$ cat src/rtl/audio_saw_period_meter.sv
// Sawtooth period meter: finds the wrap discontinuity of an 8-bit sample stream,
// counts clocks between wraps and tracks min/max amplitude, delivering results via valid/ready.
module audio_saw_period_meter #(
  parameter int unsigned CNT_WIDTH = 24,
  parameter int unsigned JUMP_THR  = 128,
  parameter bit          SAW_DIR   = 1'b0
) (
  input  logic                 clk_i,
  input  logic                 rstn_i,
  input  logic                 enable_i,
  input  logic [7:0]           sample_data_i,
  output logic [CNT_WIDTH-1:0] period_o,
  output logic [7:0]           amp_min_o,
  output logic [7:0]           amp_max_o,
  output logic                 meas_valid_o,
  input  logic                 meas_ready_i,
  output logic                 locked_o,
  output logic                 drop_o,
  output logic                 timeout_o
);

  typedef enum logic [1:0] {
    ST_IDLE    = 2'd0,
    ST_SYNC    = 2'd1,
    ST_MEASURE = 2'd2
  } state_e;

  localparam logic [CNT_WIDTH-1:0] CNT_ZERO   = {CNT_WIDTH{1'b0}};
  localparam logic [CNT_WIDTH-1:0] CNT_ONE    = {{(CNT_WIDTH-1){1'b0}}, 1'b1};
  localparam logic [CNT_WIDTH-1:0] CNT_MAX    = {CNT_WIDTH{1'b1}};
  localparam logic [CNT_WIDTH-1:0] CNT_SAT_M1 = CNT_MAX - CNT_ONE;
  localparam logic [8:0]           THR        = 9'(JUMP_THR);

  // Difference is taken on the ordered operands only, so it never wraps around.
  function automatic logic detect_wrap(input logic [7:0] cur, input logic [7:0] prv);
    logic       ordered;
    logic [7:0] diff;
    if (SAW_DIR == 1'b0) begin
      ordered = (cur > prv);
      diff    = cur - prv;
    end else begin
      ordered = (prv > cur);
      diff    = prv - cur;
    end
    return ordered && ({1'b0, diff} >= THR);
  endfunction

  state_e               state_q, state_d;
  logic [7:0]           prev_q, prev_d;
  logic                 prev_valid_q, prev_valid_d;
  logic [CNT_WIDTH-1:0] cnt_q, cnt_d;
  logic [7:0]           min_q, min_d;
  logic [7:0]           max_q, max_d;
  logic [CNT_WIDTH-1:0] period_q, period_d;
  logic [7:0]           amp_min_q, amp_min_d;
  logic [7:0]           amp_max_q, amp_max_d;
  logic                 valid_q, valid_d;
  logic                 drop_q, drop_d;
  logic                 timeout_q, timeout_d;
  logic                 locked_q, locked_d;
  logic                 wrap_s;
  logic                 xfer_s;
  logic                 cand_s;

  // Next-state, measurement tracking and result register logic.
  always_comb begin
    state_d      = state_q;
    prev_d       = prev_q;
    prev_valid_d = prev_valid_q;
    cnt_d        = cnt_q;
    min_d        = min_q;
    max_d        = max_q;
    period_d     = period_q;
    amp_min_d    = amp_min_q;
    amp_max_d    = amp_max_q;
    valid_d      = valid_q;
    drop_d       = drop_q;
    timeout_d    = timeout_q;
    cand_s       = 1'b0;
    wrap_s       = prev_valid_q && detect_wrap(sample_data_i, prev_q);
    xfer_s       = valid_q && meas_ready_i;

    if (!enable_i) begin
      state_d      = ST_IDLE;
      prev_valid_d = 1'b0;
      cnt_d        = CNT_ZERO;
      min_d        = 8'd0;
      max_d        = 8'd0;
      drop_d       = 1'b0;
      timeout_d    = 1'b0;
    end else begin
      prev_d       = sample_data_i;
      prev_valid_d = 1'b1;
      case (state_q)
        ST_IDLE: begin
          state_d = ST_SYNC;
        end
        ST_SYNC: begin
          if (wrap_s) begin
            state_d = ST_MEASURE;
            cnt_d   = CNT_ZERO;
            min_d   = sample_data_i;
            max_d   = sample_data_i;
          end else begin
            state_d = ST_SYNC;
          end
        end
        ST_MEASURE: begin
          if (wrap_s) begin
            cand_s = 1'b1;
            cnt_d  = CNT_ZERO;
            min_d  = sample_data_i;
            max_d  = sample_data_i;
          end else if (cnt_q == CNT_SAT_M1) begin
            // Counter would hit all-ones: give up on this period and resync.
            cnt_d     = CNT_MAX;
            timeout_d = 1'b1;
            state_d   = ST_SYNC;
          end else begin
            cnt_d = cnt_q + CNT_ONE;
            min_d = (sample_data_i < min_q) ? sample_data_i : min_q;
            max_d = (sample_data_i > max_q) ? sample_data_i : max_q;
          end
        end
        default: begin
          state_d = ST_IDLE;
        end
      endcase
    end

    // A result slot is free if empty or being drained this very cycle.
    if (cand_s && (!valid_q || xfer_s)) begin
      period_d  = cnt_q + CNT_ONE;
      amp_min_d = min_q;
      amp_max_d = max_q;
      valid_d   = 1'b1;
    end else if (cand_s) begin
      drop_d = 1'b1;
    end else if (xfer_s) begin
      valid_d = 1'b0;
    end else begin
      valid_d = valid_q;
    end

    locked_d = (state_d == ST_MEASURE);
  end

  // State and output registers with asynchronous active-low reset.
  always_ff @(posedge clk_i or negedge rstn_i) begin
    if (!rstn_i) begin
      state_q      <= ST_IDLE;
      prev_q       <= 8'd0;
      prev_valid_q <= 1'b0;
      cnt_q        <= CNT_ZERO;
      min_q        <= 8'd0;
      max_q        <= 8'd0;
      period_q     <= CNT_ZERO;
      amp_min_q    <= 8'd0;
      amp_max_q    <= 8'd0;
      valid_q      <= 1'b0;
      drop_q       <= 1'b0;
      timeout_q    <= 1'b0;
      locked_q     <= 1'b0;
    end else begin
      state_q      <= state_d;
      prev_q       <= prev_d;
      prev_valid_q <= prev_valid_d;
      cnt_q        <= cnt_d;
      min_q        <= min_d;
      max_q        <= max_d;
      period_q     <= period_d;
      amp_min_q    <= amp_min_d;
      amp_max_q    <= amp_max_d;
      valid_q      <= valid_d;
      drop_q       <= drop_d;
      timeout_q    <= timeout_d;
      locked_q     <= locked_d;
    end
  end

  assign period_o     = period_q;
  assign amp_min_o    = amp_min_q;
  assign amp_max_o    = amp_max_q;
  assign meas_valid_o = valid_q;
  assign locked_o     = locked_q;
  assign drop_o       = drop_q;
  assign timeout_o    = timeout_q;

endmodule

$ cat config.mk
export PLATFORM = sky130hd
export DESIGN_NAME = audio_saw_period_meter
export DESIGN_NICKNAME = d
export VERILOG_FILES = /design/src/rtl/audio_saw_period_meter.sv
export SDC_FILE = /design/constraint.sdc
export NUM_CORES = 1
export LEC_CHECK = 0
export CORE_MARGIN = 2
export CORE_UTILIZATION = 45
export CTS_BUF_LIST = sky130_fd_sc_hd__clkbuf_16
export DETAILED_ROUTE_END_ITERATION = 8
export GPL_TIMING_DRIVEN = 0
export PLACE_DENSITY = 0.65
export SLEW_MARGIN = 30
export SYNTH_ARGS = -nofsm -noshare
export SYNTH_HDL_FRONTEND = slang
export SYNTH_SLANG_ARGS = --single-unit
$ cat constraint.sdc
create_clock -name clk_i -period 4.02 [get_ports clk_i]
set_clock_uncertainty 0.2 [all_clocks]
set_input_delay 1.206 -clock clk_i [delete_from_list [all_inputs] [get_ports clk_i]]
set_output_delay 1.206 -clock clk_i [all_outputs]
set_load 0.01 [all_outputs]
==> key figures <==
Logic synthesis
  – Most frequent cell after synthesis: dfrtp_1
  – Syn_nets: 534
  – Synthesized area: 5036 µm²
  – Async S/R FF share, synth: 100.0%
  – Synth top area share: 47.20%
  – Most used DFF post-synth: dfrtp_1
  – Synthesized flop and latch total: 95
  – Top cells by count, synth: 95 x dfrtp_1, 65 x nor2_1, 46 x a21oi_1
  – Post-synth EDFFs: 0
  – Post-synth cell types: 53
  – Mapped Cells: 496
  – Largest cells by area after synthesis: dfrtp_1 47%, ha_1 6.2%, mux2_2 5.8%
  – Post-synthesis sequential area ratio: 47.20%
  – Post-Syn Area per Cell: 10.15 µm²
  – Synth warn: 0
  – Synth area leader: dfrtp_1

Critical path
  – WP buf/inv: 4
  – Flop2flop setup slack: 1150 ps
  – WS Path Type: in2reg
  – Reg2reg start: cnt_q[0]
  – Number of cells on the worst reg-to-reg path: 8
  – Worst setup EP type: flop
  – CP max FO: 10
  – Worst Path Arrival: 3940 ps
  – Startpoint Class: primary input
  – Crit-path slowest cell: clkdlybuf4s50_1
  – Crit-path leading delay family: buffers and inverters
  – Crit-path max cell delay: 450 ps
  – WP data required: 4080 ps
  – Cells along the critical path: clkdlybuf4s50_1, inv_1, ha_1, inv_1, fa_1, nand3_1, a21oi_2, o41ai_4, nor3_4, a21oi_4, clkbuf_1, o21ai_0, o21ai_0
  – R2R Path End: min_q[4]

Pwr
  – Comb pwr share: 14.9%
  – Pwr Total: 0.002335 W
  – Clk pwr share: 39.9%
  – Pwr/cell area: 376.9 nW/µm²
  – Int Pwr: 0.001740 W
  – VDD IR-drop max: 0.1974 mV
  – Switching part of the total: 25.50%
  – Leakage: 2.798 nW
  – Psw: 0.0005955 W
  – Sequential Power Share: 45.2%

STA
  – Rel. slew slack: 57.29%
  – Number of max-slew violations in the final report: 0
  – Final Hold Vio Count: 0
  – Setup_tns: 0 ps
  – Achievable clock frequency: 257.7 MHz
  – Setup-failing EPs final: 0
  – WHS: 298.6 ps
  – Tightest Pin Transition: 639.3 ps
  – Fin crit share: 96.53%
  – RSZ-0062 raised after global routing: true
  – Final critical-path required period: 3881 ps

Detailed routing
  – Total wire length: 11.10 mm
  – DRC viols: 0
  – Vias per cell: 5.391
  – Wire length on met2: 5.559 mm
  – Met1 wire length: 5.048 mm
  – Top sig layer: met4
  – Initial DRC count: 150
  – DR pass1 iterations: 4
  – Average routed wire per standard cell: 15.66 µm
  – Routed Antenna Nets: 0
  – WL met3: 325 µm
  – Vias: 3822

Clocking
  – CTS root buf: clkbuf_16
  – H-tree depth: 3
  – CTS sink cnt: 95
  – Clk_lat worst skew: 340 ps
  – CTS tree: done
  – Clock transition at the registers of the reported paths: 70 ps
  – Total CTS buffers: 9
  – Max Root-Sink Buffers: 2
  – Cts hold-fix bufs: 0

Placement
  – Post-DP Area: 5791 µm²
  – GP Congestion: 0.7992
  – Final HPWL DP: 7.927 mm
  – Placed insts: 692
  – Port buffer count: 55

Floorplanning
  – Die height: 109.8 µm
  – DIE WIDTH: 109.8 µm
  – Core ar.: 10890 µm²
  – Die ar.: 12050 µm²
  – Ports: 56
  – Floorplan row count: 38
  – Initial Util: 46.25%

Global routing
  – Vias in the first global route: 3824
  – Total GRT Usage: 19.56%
  – Largest net degree at the start of global routing: 61
  – First-pass GRT wire length: 18.31 mm
  – Initial antenna violation count: 0
  – GRT overflow: 0

Final layout
  – Final Cell Area: 6197 µm²
  – Ant. Diodes: 0
  – Area grow syn2layout: 23.06%
  – NumNets Final: 602
  – Fraction of layout cells with a size suffix above 1: 13.01%
  – Layout Cells excl Fill: 709

Min path
  – HP Start: drop_o
  – Hold Crit Depth: 1
  – Worst Hold Class: reg2reg
  – Hold EP: drop_o

Flow run
  – Max cap viols: 0

Status
  – Status: complete, no violations
-- layout make-up --
| cell class | count | area, µm² |
|---|---|---|
| repair buffers | 57 | 589.3 |
| plain buffers | 21 | 162.7 |
| flip-flops and latches | 95 | 2377 |
| well taps | 140 | 175.2 |
| fillers | 925 | 4691 |
| inverters | 31 | 116.4 |
| multi-input cells | 349 | 2456 |
| clock buffers | 9 | 225.2 |
| clock inverters | 7 | 95.09 |
-- cells by family after synthesis --
family,count (synthesis),synth area share (%)
buffers and inverters,52,5.068
xor gates and xnor gates,22,3.826
and+or+nand+nor,146,15.45
adders and majority gates,26,6.609
muxes,36,8.000
AOI/OAI and AO/OA,119,13.84
DFF,95,47.20
-- routing by layer --
layer / vias to the layer above / global-route usage [%]
li1: 1861 / -
met2: 75 / 33.48
met5: - / 0
met3: 13 / 3.082
met4: 0 / 7.685
met1: 1873 / 24.72
-- per-stage QoR --
stage          utilization, %  setup WS, ps
2_1_floorplan               -         260.2
3_3_place_gp            52.92         -2063
3_5_place_dp            53.18        -890.7
4_1_cts                 56.48         5.671
5_1_grt                 56.92        -14.88
6_report                56.92         139.5
-- sequential cells by signal, indices dropped and copies added, names as in the netlist, 2 cells and up --
signal	cells
cnt_q	24
period_o	24
amp_max_o	8
amp_min_o	8
max_q	8
min_q	8
prev_q	8
state_q	2
-- worst max path at each step --
stage,endpoint,depth (start not counted),startpoint,slack [ps]
2_1_floorplan,max_q[0],11,sample_data_i[0],260
6_report,cnt_q[16],13,sample_data_i[0],140
4_1_cts,max_q[0],12,sample_data_i[0],6
3_5_place_dp,max_q[0],12,sample_data_i[0],-890
3_3_place_gp,amp_max_o[7],1,rstn_i,-2060
5_1_grt,period_o[0],13,sample_data_i[0],-10
-- what timing repair did --
action                     in CTS  in global routing
buffers inserted                0                  1
resized for setup               8                 14
hold endpoints to repair        0                  0
pin swaps                       0                  2
setup endpoints to repair      71                 65
-- power groups by stage --
stage	Sequential, W	Combinational [W]	Clock [W]
after global routing	0.00106	0.000386	0.000991
after CTS	0.00106	0.000347	0.000951
after global placement	0.00107	0.000325	0
after floorplan	0.00108	0.000164	0
final	0.00106	0.000348	0.000932
after detailed placement	0.00107	0.000336	0
-- layout by cell type (no fill, tap or decap), drive strengths merged, types with 3 or more instances in the layout --
cell type / instances
clkbuf: 20
xor2: 11
nand3: 14
nor2b: 13
nor2: 65
nand4: 8
clkinv: 3
o21ai: 44
and3: 3
a21o: 6
dfrtp: 95
nand2: 11
buf: 12
o21bai: 10
and2: 10
xnor2: 11
inv: 33
ha: 25
nor4: 3
nor3: 7
nand2b: 4
mux2: 34
clkdlybuf4s50: 53
a21oi: 47
-- worst register-to-register path, cell delays in order, from the launching register on --
cell and delay [ps]:
dfrtp_1 440, inv_1 100, ha_1 160, nand4_1 160, or3_1 400, nor4_4 450
a2111oi_1 160, o21bai_4 330, mux2_1 370
No activity file was read; power rests on OpenSTA's default activity.
